File: src/rtl/unit_addr_decoder_n.sv
`default_nettype none
// ============================================================================
// Module   : unit_addr_decoder_n
// Brief    : Valid/ready request decoder onto N windowed slaves, with ack wait,
//            timeout and decode-error completion.
// Revision : 1.0  initial release
// ============================================================================
module unit_addr_decoder_n #(
    parameter int N_SLAVES = 5,
    parameter int ADDR_W   = 8,
    parameter int DATA_W   = 8,
    parameter int WIN_BITS = 5,
    parameter int TIMEOUT  = 16
) (
    input  logic                clock,
    input  logic                reset,
    input  logic                valid_in,
    output logic                ready_out,
    input  logic                wr_rd_s_in,
    input  logic [ADDR_W-1:0]   addr_in,
    input  logic [DATA_W-1:0]   wr_data_in,
    output logic                done_out,
    output logic                err_out,
    output logic [DATA_W-1:0]   rd_data_out,
    output logic [N_SLAVES-1:0] sel_en_out,
    output logic                wr_rd_s_out,
    output logic [ADDR_W-1:0]   addr_out,
    output logic [DATA_W-1:0]   wr_data_out,
    input  logic [DATA_W-1:0]   rd_data_in,
    input  logic [N_SLAVES-1:0] ack_in
);

    localparam int CNT_W = $clog2(TIMEOUT);

    typedef enum logic [1:0] {
        S_IDLE   = 2'd0,
        S_ACCESS = 2'd1,
        S_RESP   = 2'd2
    } state_t;

    state_t             r_state;
    logic [CNT_W-1:0]   r_cnt;

    logic [ADDR_W-1:0]   w_idx;
    logic [N_SLAVES-1:0] w_sel;
    logic                w_hit;
    logic                w_ack;
    logic                w_timeout;

    assign w_idx = addr_in >> WIN_BITS;

    // An index beyond the last slave matches no bit, which is the decode error.
    generate
        for (genvar i = 0; i < N_SLAVES; i++) begin : g_sel
            assign w_sel[i] = (w_idx == ADDR_W'(i));
        end
    endgenerate

    assign w_hit     = |w_sel;
    assign w_ack     = |(sel_en_out & ack_in);
    assign w_timeout = (r_cnt == CNT_W'(TIMEOUT - 1));

    always_ff @(posedge clock or posedge reset) begin
        if (reset) begin
            r_state     <= S_IDLE;
            r_cnt       <= '0;
            ready_out   <= 1'b1;
            done_out    <= 1'b0;
            err_out     <= 1'b0;
            rd_data_out <= '0;
            sel_en_out  <= '0;
            wr_rd_s_out <= 1'b0;
            addr_out    <= '0;
            wr_data_out <= '0;
        end else begin
            case (r_state)
                S_IDLE: begin
                    done_out <= 1'b0;
                    err_out  <= 1'b0;
                    if (valid_in) begin
                        ready_out <= 1'b0;
                        if (w_hit) begin
                            r_state     <= S_ACCESS;
                            r_cnt       <= '0;
                            sel_en_out  <= w_sel;
                            addr_out    <= addr_in;
                            wr_data_out <= wr_data_in;
                            wr_rd_s_out <= wr_rd_s_in;
                        end else begin
                            r_state     <= S_RESP;
                            done_out    <= 1'b1;
                            err_out     <= 1'b1;
                            rd_data_out <= '0;
                        end
                    end
                end
                S_ACCESS: begin
                    // An ack on the final counted cycle still completes cleanly.
                    if (w_ack || w_timeout) begin
                        r_state     <= S_RESP;
                        done_out    <= 1'b1;
                        err_out     <= !w_ack;
                        rd_data_out <= (w_ack && !wr_rd_s_out) ? rd_data_in : '0;
                        sel_en_out  <= '0;
                        addr_out    <= '0;
                        wr_data_out <= '0;
                        wr_rd_s_out <= 1'b0;
                    end else begin
                        r_cnt <= r_cnt + 1'b1;
                    end
                end
                S_RESP: begin
                    r_state   <= S_IDLE;
                    done_out  <= 1'b0;
                    err_out   <= 1'b0;
                    ready_out <= 1'b1;
                end
                default: begin
                    r_state <= S_IDLE;
                end
            endcase
        end
    end

endmodule
`default_nettype wire

File: config.mk
export PLATFORM = sky130hd
export DESIGN_NAME = unit_addr_decoder_n
export DESIGN_NICKNAME = d
export VERILOG_FILES = /design/src/rtl/unit_addr_decoder_n.sv
export SDC_FILE = /design/constraint.sdc
export NUM_CORES = 1
export LEC_CHECK = 0
export BUFFER_PORTS_ARGS = -buffer_cell sky130_fd_sc_hd__buf_2
export CAP_MARGIN = 20
export CORE_ASPECT_RATIO = 1.75
export CORE_UTILIZATION = 44
export DETAILED_ROUTE_END_ITERATION = 10
export PLACE_DENSITY_LB_ADDON = 0.15
export SYNTH_ARGS = -nofsm -noshare
export SYNTH_HDL_FRONTEND = slang
export SYNTH_SLANG_ARGS = --single-unit
File: constraint.sdc
create_clock -name clock -period 1.8 [get_ports clock]
set_input_delay 0.27 -clock clock [delete_from_list [all_inputs] [get_ports clock]]
set_output_delay 0.27 -clock clock [all_outputs]
set_load 0.01 [all_outputs]
# [Word-level counts from Yosys, hierarchy flattened]
# Cells that the tools add are included.
[word_totals] register_bits=39 latch_bits=0 mem_bits_rw=0 rom_bits=0 inputBits=33 out_inout_bits=33 elab_cells=77 mem_count=0
[op_classes] addsub=1 mul=0 div=0 n_lt_le_gt_ge=0 n_eq_ne=12 n_shift=0 mux=36 bitwise=1 n_reduce_logical=17
[op_table] operator="two-way mux 8 bit" count=9
[op_table] operator="case mux 8 bit (2 select lines)" count=3
[op_table] operator="two-way mux 5 bit" count=3
[op_table] operator="two-way mux 4 bit" count=3
[op_table] operator="AND reduction 4 bit" count=3
[op_table] operator="inequality test 2 bit, second input constant" count=5
[op_table] operator="case mux 5 bit (2 select lines)" count=1
[op_table] operator="OR reduction 5 bit" count=2
[op_table] operator="zero test 8 bit" count=1
[op_table] operator="two-way mux 1 bit" count=8
[op_table] operator="case mux 4 bit (2 select lines)" count=1
[op_table] operator="== test 3 x 2 -> 1 bit, second input constant" count=2
[op_table] operator="two-way mux 2 bit" count=3
[op_table] operator="case mux 1 bit (3 select lines)" count=2
[op_table] operator="AND reduction 2 bit" count=3
[op_table] operator="bitwise AND 5 bit" count=1
[op_table] operator="adder 4 x 1 -> 4 bit, second input constant" count=1
[op_table] operator="== test 4 bit, second input constant" count=1
[op_table] operator="case mux 1 bit (2 select lines)" count=2
[op_table] operator="case mux 2 bit (2 select lines)" count=1
[op_table] operator="nonzero test 2 bit" count=2
[op_table] operator="== test 3 x 1 -> 1 bit, second input constant" count=1
[op_table] operator="== test 3 bit, second input constant" count=1
[op_table] operator="nonzero test 3 bit" count=1
[op_table] operator="6 further kinds" count=7

# [Depth between registers and ports, before layout]
# Gate-level depths: netlist (run 1).
[logic_depth] word_depth=6 mapped_depth=7 depth_no_buf=6

# [Worst setup path before layout (run 1)]
# No wires, ideal clock.
[synth_path] path_type="reg-to-reg" start="register r_state[1]" end="register r_cnt[3]" setup_ns=0.131 arrival_time_ns=1.776 t_required_ns=1.669 path_slack_ns=-0.107 stages_incl_launch_ff=8 path_buffers=1 period_less_slack_ns=1.907 path_cell_list="dfrtp_1 -> inv_1 -> ha_1 -> clkbuf_1 -> nor2b_1 -> a21oi_1 -> o211a_1 -> or3_1"
[synth_via] elab_chain_len=3 word_cells_on_any_way=8 classes_between="eq/ne (4); mux (1); reduce/logical (3)"
[synth_lines] item="from (decl)" line="41" text="state_t r_state;"
[synth_lines] item="from (signal assigned)" line="65" text="r_state <= S_IDLE;"
[synth_lines] item="from (signal assigned)" line="83" text="r_state <= S_ACCESS;"
[synth_lines] item="from (signal assigned)" line="90" text="r_state <= S_RESP;"
[synth_lines] item="== test 2 x 1 -> 1 bit or zero test 2 bit (tied branches)" line="76" text="case (r_state)"
[synth_lines] item="inequality test 2 bit (no line) or nonzero test 2 bit (tied branches)"
[synth_lines] item="AND reduction 4 bit (no line)"
[synth_lines] item="to (signal assigned)" line="109" text="r_cnt <= r_cnt + 1'b1;"
[synth_lines] item="to (decl)" line="42" text="logic [CNT_W-1:0] r_cnt;"
# Several ways; a longest one is shown, not always the timed one.
# A chain may end at the register's enable or synchronous reset.

# [Worst setup path after layout (run 1)]
[layout_path] start="register r_state[1]" end="register rd_data_out[1]"
[layout_via] elab_chain_len=3 word_cells_on_any_way=8 classes_between="eq/ne (4); mux (1); reduce/logical (3)"
[layout_lines] item="== test 2 x 1 -> 1 bit or zero test 2 bit (tied branches)" line="76"
[layout_lines] item="inequality test 2 bit (no line) or nonzero test 2 bit (tied branches)"
[layout_lines] item="AND reduction 4 bit (no line)"
[layout_lines] item="to (signal assigned)" line="103" text="rd_data_out <= (w_ack && !wr_rd_s_out) ? rd_data_in : '0;"
[layout_lines] item="to (decl)" line="24" text="output logic [DATA_W-1:0] rd_data_out,"
# Several ways; a longest one is shown, not always the timed one.

==> out/metrics.cfg, run 1 <==
[hold_path]
min_path_type=primary input to asynchronous set/reset pin

[worst_setup_path]
critical_path_class=flip-flop to flip-flop
r2r_cells=6
end_kind=flip-flop
worstPathRequired_ns=1.98
r2r_slack_ns=0.04
reg2reg_from=r_state[1]
cp-start-kind=flip-flop
cpMaxStageDelayCell=dfrtp_1
slowest_delay_ns=0.41
startpoint=r_state[1]
arrival_ns=1.95
crit_path_cell_trace=inv_2 > ha_2 > nor2b_4 > buf_4 > o21ai_4 > mux2_2
path_buf_inv=2
cp_top_family=flip-flops
cp_max_fo=8
r2r-end=rd_data_out[1]

[power]
p_seq_share_pct=35.0
p_clk_share_pct=15.3
p_leak_nw=1.34
p_int_w=0.00244
p_total_w=0.00400
power.switching_w=0.00156
p_comb_share_pct=49.7
powerDensity_mw_per_mm2=1620
switching_share_pct=39.0
irDropWorstVdd_mv=1.04

[place]
portBuffers=65
postPlaceCellArea_sq_mm=0.00225
place.gp.congestion=0.852
dp_cells=269
dpl.hpwl_um=3150

[sta]
setup_viol=0
rsz0062_at_grt=yes
fmax_mhz=567
skew_ns=0.00777
worst_pin_slew_ns=0.483
hold_slack_ns=0.0730
post-route-period-util_pct=98.0
hold_viol=0
period_needed_ns=1.76
slew_violations=0
max_slew_margin_pct=67.8

[clock_network]
insertion_delay_ns=0.30
hold_buffers=0
htree_levels=2
cts_buffers=5
cts_tree=built
root_buffer=clkbuf_8
cts.sink_count=39
clk_pin_slew_ns=0.08
cts_max_path_buffers=2

[routing]
via_count=1532
wl_per_cell_um=15.5
dr.pass1.iters=4
drtIter0Drc=30
wirelength_um=4370
drcViolationCount=0
drtAntennaViolNets=0
viasPerCell=5.43

[logic_synthesis]
synthMuxAreaShare_pct=9.24
synth-compound-area-share_pct=15.5
synth_xor_area_share_pct=0
synthSimpleGateAreaFrac_pct=14.3
syn_area_sq_mm=0.00179
ys_types=38
ys_warn_count=0
syn_inst=149
synth_top_family_by_area=compound AO/OA/AOI/OAI gates
synth_area_per_cell_sq_um=12.0
synthAdderAreaFrac_pct=3.50
ys_seq_area_share_pct=54.7
synthesis.nets=187
synth.ff_latch_count=39

[finish]
drive_above_1_share_pct=50.9
syn2layout_area_growth_pct=38.1
final_nets=271
n_antenna_cell=0
design_area_sq_mm=0.00247
final_cells=282

[global_routing]
grt_pass1_vias=1558
antenna_found_initial=0
grt_max_degree=40
grt.overflow.total=0
grt_pass1_wl_um=6910
groute.usage.overall_pct=21.3

[die]
die_y_um=86.3
die_area_sq_mm=0.00433
die_w_um=50.2
core_sq_mm=0.00387
row_count=30
start_util_pct=46.2
pin_count=66

[status]
status=complete, no violations

[flow_run]
drv_cap=0

-- worst register-to-register path, delay by kind of cell (launching register included) --
kind,cells,cell delay [ns]
DFF,1,0.41
muxes,1,0.39
AOI/OAI and AO/OA,1,0.30
buffers and inverters,2,0.21
adders and majority gates,1,0.20
and+or+nand+nor,1,0.14
-- metrics by stage --
| stage | setup WS [ns] | utilization, % | TNS [ns] |
|---|---|---|---|
| 2_1_floorplan | -0.0866 | - | -0.644 |
| 3_3_place_gp | 0.0212 | 58.1 | 0 |
| 3_5_place_dp | -0.0783 | 58.1 | -0.795 |
| 4_1_cts | -0.0267 | 61.4 | -0.213 |
| 5_1_grt | -0.0487 | 63.8 | -0.325 |
| 6_report | 0.0368 | 63.8 | 0 |
-- cells in the mapped netlist --
cell type / instances / area, sq um
dfrtp_1: 38 / 951
a22o_1: 18 / 158
mux2_2: 10 / 113
and3_1: 9 / 56.3
nand2_1: 9 / 33.8
nor2_1: 8 / 30.0
a21oi_1: 5 / 25.0
ha_1: 5 / 62.6
inv_1: 5 / 18.8
nand3_1: 5 / 25.0
mux2i_1: 3 / 30.0
clkbuf_1: 2 / 7.51
mux2_1: 2 / 22.5
nand2b_1: 2 / 12.5
nor2b_1: 2 / 12.5
nor4_1: 2 / 12.5
nor4b_1: 2 / 17.5
o21ai_2: 2 / 17.5
a222oi_1: 1 / 10.0
a22oi_1: 1 / 7.51
a32o_1: 1 / 10.0
and2_1: 1 / 6.26
buf_2: 1 / 5.00
buf_4: 1 / 7.51
buf_6: 1 / 11.3
dfstp_2: 1 / 26.3
nand3b_1: 1 / 7.51
nand4_2: 1 / 12.5
nor3_1: 1 / 5.00
nor3b_1: 1 / 7.51
nor4bb_1: 1 / 10.0
o211a_1: 1 / 10.0
o21a_1: 1 / 7.51
o21ai_0: 1 / 5.00
o21bai_1: 1 / 7.51
o32a_1: 1 / 10.0
o41ai_1: 1 / 8.76
or3_1: 1 / 6.26
-- power by group through the flow --
stage | logic [W] | registers (W) | clock network [W]
finish | 0.00199 | 0.00140 | 0.000612
global route | 0.00215 | 0.00143 | 0.000662
CTS | 0.00180 | 0.00140 | 0.000633
detailed placement | 0.00172 | 0.00140 | 0
global placement | 0.00167 | 0.00138 | 0
floorplan | 0.000949 | 0.00151 | 0
-- flip-flops by register name (all words and copies together) (netlist names) --
| signal | flops |
|---|---|
| err_out | 1 |
| sel_en_out | 5 |
| ready_out | 1 |
| wr_rd_s_out | 1 |
| rd_data_out | 8 |
| wr_data_out | 8 |
| r_state | 2 |
| done_out | 1 |
| r_cnt | 4 |
| addr_out | 8 |
-- worst max path at each step --
stage                endpoint  slack [ns]  depth (start not counted)
2_1_floorplan   sel_en_out[0]       -0.09                          5
3_3_place_gp    sel_en_out[2]        0.02                          6
3_5_place_dp    sel_en_out[3]       -0.08                          6
4_1_cts              r_cnt[3]       -0.03                          6
5_1_grt        rd_data_out[4]       -0.05                          5
6_report       rd_data_out[1]        0.04                          6
-- placed cells by master, fill, tap and decap left out, types with 2 or more instances in the layout --
cell type,instances
dfrtp_1,38
buf_6,2
and3_1,9
a21oi_1,5
nor2_2,3
mux2_4,5
mux2_2,7
buf_2,65
clkinv_4,2
a22o_1,18
inv_2,2
buf_4,15
ha_1,3
nand3_1,4
nor4b_1,2
nand2_1,8
nor4_1,2
inv_1,3
nand2b_1,2
o21ai_4,2
mux2i_1,3
nor2_1,5
clkbuf_8,5
-- area by class of cell --
class	count	area, sq um
Fill cell	330	1400
Sequential cell	39	977
Multi-Input combinational cell	100	857
Timing Repair Buffer	82	460
Clock buffer	5	68.8
Tap cell	48	60.1
Clock inverter	3	25.0
Inverter	5	18.8
-- what timing repair did --
action	CTS	global route
hold endpoints to repair	0	0
endpoints found under the setup margin	23	35
buffers inserted	1	4
pin swaps	0	3
resized for setup	5	16
-- logic make-up (layout without fill, tap and decap cells) --
| group | Yosys count | after routing |
|---|---|---|
| simple gates | 46 | 46 |
| buf+inv | 10 | 95 |
| flops | 39 | 39 |
| compound gates | 34 | 34 |
| fa+ha+maj | 5 | 5 |
| mux | 15 | 15 |
-- metal layers --
layer	part of all wire (%)	vias up	track usage, %
met5	0	-	0
met4	1.5	0	9.61
met3	3.9	5	3.68
met2	55	50	38.3
met1	40	758	23.7
li1	-	719	-
(Power assumes the default switching activity.)
==> run 2, diff against run 1 <==
ABC_AREA = 1   (was unset)
CORE_UTILIZATION = 45   (was 44)
==> out/metrics.cfg, run 2 <==
[logic_synthesis]
synth_area_per_cell_sq_um=7.91  ; -34%
synth_edf_count=0  ; unchanged
yosysMostFrequentCell=nand2_1
async_reset_ff_share_pct=100  ; unchanged
synthFlopType=dfrtp_1
ys_seq_area_share_pct=51.5  ; -3.2 points
synth_top_area_cell=dfrtp_1
synth_top_cell_area_share_pct=50.1  ; -3.1 points
syn_area_sq_mm=0.00190  ; +6.2%
synth.ff_latch_count=39  ; unchanged
synthesis.nets=278  ; +49%
ys_warn_count=0  ; unchanged
syn_inst=240  ; +61%
netlist_top_cells_count=nand2_1 (116), dfrtp_1 (38), inv_1 (15), nor2_1 (15), nand4_1 (10)
ys_top_cells_by_area=dfrtp_1 (50%), nand2_1 (23%), ha_1 (3.3%), nand4_1 (3.3%), inv_1 (3.0%)
ys_types=23  ; -39%

[finish]
design_area_sq_mm=0.00240  ; -2.8%
final_nets=351  ; +30%
largestRegisters=addr_out (8), rd_data_out (8), wr_data_out (8)
final_common_cell=nand2_1
syn2layout_area_growth_pct=26.4
mostFrequentLayoutCells=nand2_1 (116), buf_2 (65), dfrtp_1 (38), inv_1 (15), nor2_1 (15)
n_antenna_cell=0  ; unchanged
drive_above_1_share_pct=29.6  ; -21 points
fillCellCount=401  ; +22%

[die]
start_util_pct=48.2  ; +1.9 points
die_w_um=51.1  ; +1.8%
row_count=30  ; unchanged
die_area_sq_mm=0.00449  ; +3.7%
pin_count=66  ; unchanged
core_sq_mm=0.00394  ; +1.9%
die_y_um=87.9  ; +1.9%

[global_routing]
grt_max_degree=40  ; unchanged
groute.usage.overall_pct=21.2  ; -0.070 points
grt.overflow.total=0  ; unchanged
grt_pass1_vias=1657  ; +6.4%
grt_pass1_wl_um=7050  ; +2.0%
antenna_found_initial=0  ; unchanged

[clock_network]
postCtsSetupBuffers=0  ; -1
hold_buffers=0  ; unchanged
root_buffer=clkbuf_8
insertion_delay_ns=0.29  ; about the same
cts_buffers=5  ; unchanged
cts_max_path_buffers=2  ; unchanged
cts_resized=0  ; -5
cts.sink_count=39  ; unchanged
htree_levels=2  ; unchanged
clk_pin_slew_ns=0.08  ; about the same
cts_tree=built

[routing]
drtIter0Drc=36  ; +20%
drt-met1-wl_um=1680  ; -2.9%
drcViolationCount=0  ; unchanged
viasPerCell=4.82  ; -11%
met2_wirelength_um=2330  ; -2.9%
drtAntennaViolNets=0  ; unchanged
wl_met3_um=188  ; +9.3%
wl_per_cell_um=11.8  ; -24%
via_count=1745  ; +14%
highest_layer=met4
dr.pass1.iters=4  ; unchanged
wirelength_um=4270  ; -2.3%

[status]
status=complete, no violations

[sta]
skew_ns=0.00716  ; -0.000610 ns
worst_pin_slew_ns=0.497  ; +0.0136 ns
slew_violations=0  ; unchanged
setup_viol=0  ; unchanged
fmax_mhz=615  ; +8.4%
period_needed_ns=1.63  ; -0.137 ns
rsz0062_at_grt=no
max_slew_margin_pct=66.9  ; -0.91 points
post-route-period-util_pct=90.3  ; -7.6 points
setup_tns_ns=0  ; unchanged
hold_viol=0  ; unchanged

[flow_run]
drv_cap=0  ; unchanged

[worst_setup_path]
worstPathRequired_ns=2.03  ; +0.05 ns
arrival_ns=1.86  ; -0.09 ns
end_kind=flip-flop
critical_path_class=flip-flop to flip-flop
cp_max_fo=15  ; +7
cp-start-kind=flip-flop

[place]
dpl.hpwl_um=3200  ; +1.7%
place.gp.congestion=0.860  ; +0.97%
postPlaceCellArea_sq_mm=0.00229  ; +2.0%
portBuffers=65  ; unchanged

[power]
p_leak_nw=1.41  ; +5.2%
powerDensity_mw_per_mm2=1660  ; +2.4%
irDropWorstVdd_mv=0.862  ; -17%

[hold_path]
min_path_type=primary input to asynchronous set/reset pin

## run 2: power breakdown
part           internal [W]  switching [W]  leakage, nW
Combinational      0.000723        0.00125        0.856
Sequential          0.00121       0.000189        0.511
Clock              0.000309       0.000303       0.0482
Total               0.00224        0.00174         1.41
## run 2: area by class of cell
cell class                      instances  area [sq um]  share of cell area [%]
Sequential cell                        39           977                    40.7
Multi-Input combinational cell        176           815                    34.0
Timing Repair Buffer                   72           382                    15.9
Clock buffer                            7          86.3                    3.60
Inverter                               19          73.8                    3.08
Tap cell                               48          60.1                    2.50
Clock inverter                          1          5.00                   0.209
## run 2: path summary, 6_finish.rpt
check                                    from             end  slack (ns)  depth (start not counted)
max in group asynchronous               reset       ready_out        1.35                          3
worst max register to register       r_cnt[0]  rd_data_out[6]        0.17                          9
worst max-delay path                 r_cnt[0]  rd_data_out[6]        0.17                          9
worst min-delay path                    reset     addr_out[3]        0.08                          3
worst min register to register       done_out        done_out        0.48                          2
min in group clock              wr_data_in[7]  wr_data_out[7]        0.17                          3
## run 2: kinds of logic (layout without fill, tap and decap cells)
group,count (synthesis),after routing,share of synthesized area (%)
buffers and inverters,25,99,6.20
DFF,39,39,51.5
AOI/OAI and AO/OA,13,13,3.76
and+or+nand+nor,158,158,35.3
adders and majority gates,5,5,3.30
## run 2: per-stage QoR
| stage | power [W] | setup slack [ns] | cells | hold WS [ns] | util [%] |
|---|---|---|---|---|---|
| 2_1_floorplan | 0.00274 | 0.320 | 240 | 0.380 | - |
| 3_3_place_gp | 0.00331 | 0.123 | 354 | 0.412 | 58.1 |
| 3_5_place_dp | 0.00336 | 0.108 | 354 | 0.418 | 58.1 |
| 4_1_cts | 0.00399 | 0.0886 | 362 | 0.0958 | 60.4 |
| 5_1_grt | 0.00435 | 0.00874 | 362 | 0.146 | 60.9 |
| 6_report | 0.00398 | 0.174 | 362 | 0.0798 | 60.9 |
## run 2: routing by layer
layer	vias to the layer above	track usage, %
li1	899	-
met1	787	23.6
met2	52	38.0
met3	7	4.34
met5	-	0
met4	0	9.09
## run 2: critical path: stages (launching register included)
cell     delay [ns]
dfrtp_1        0.41
ha_1           0.23
nand2_1        0.06
inv_1          0.05
nand2_1        0.09
nand4_2        0.20
buf_6          0.22
nand3_2        0.15
nand2_1        0.09
nand2_1        0.07
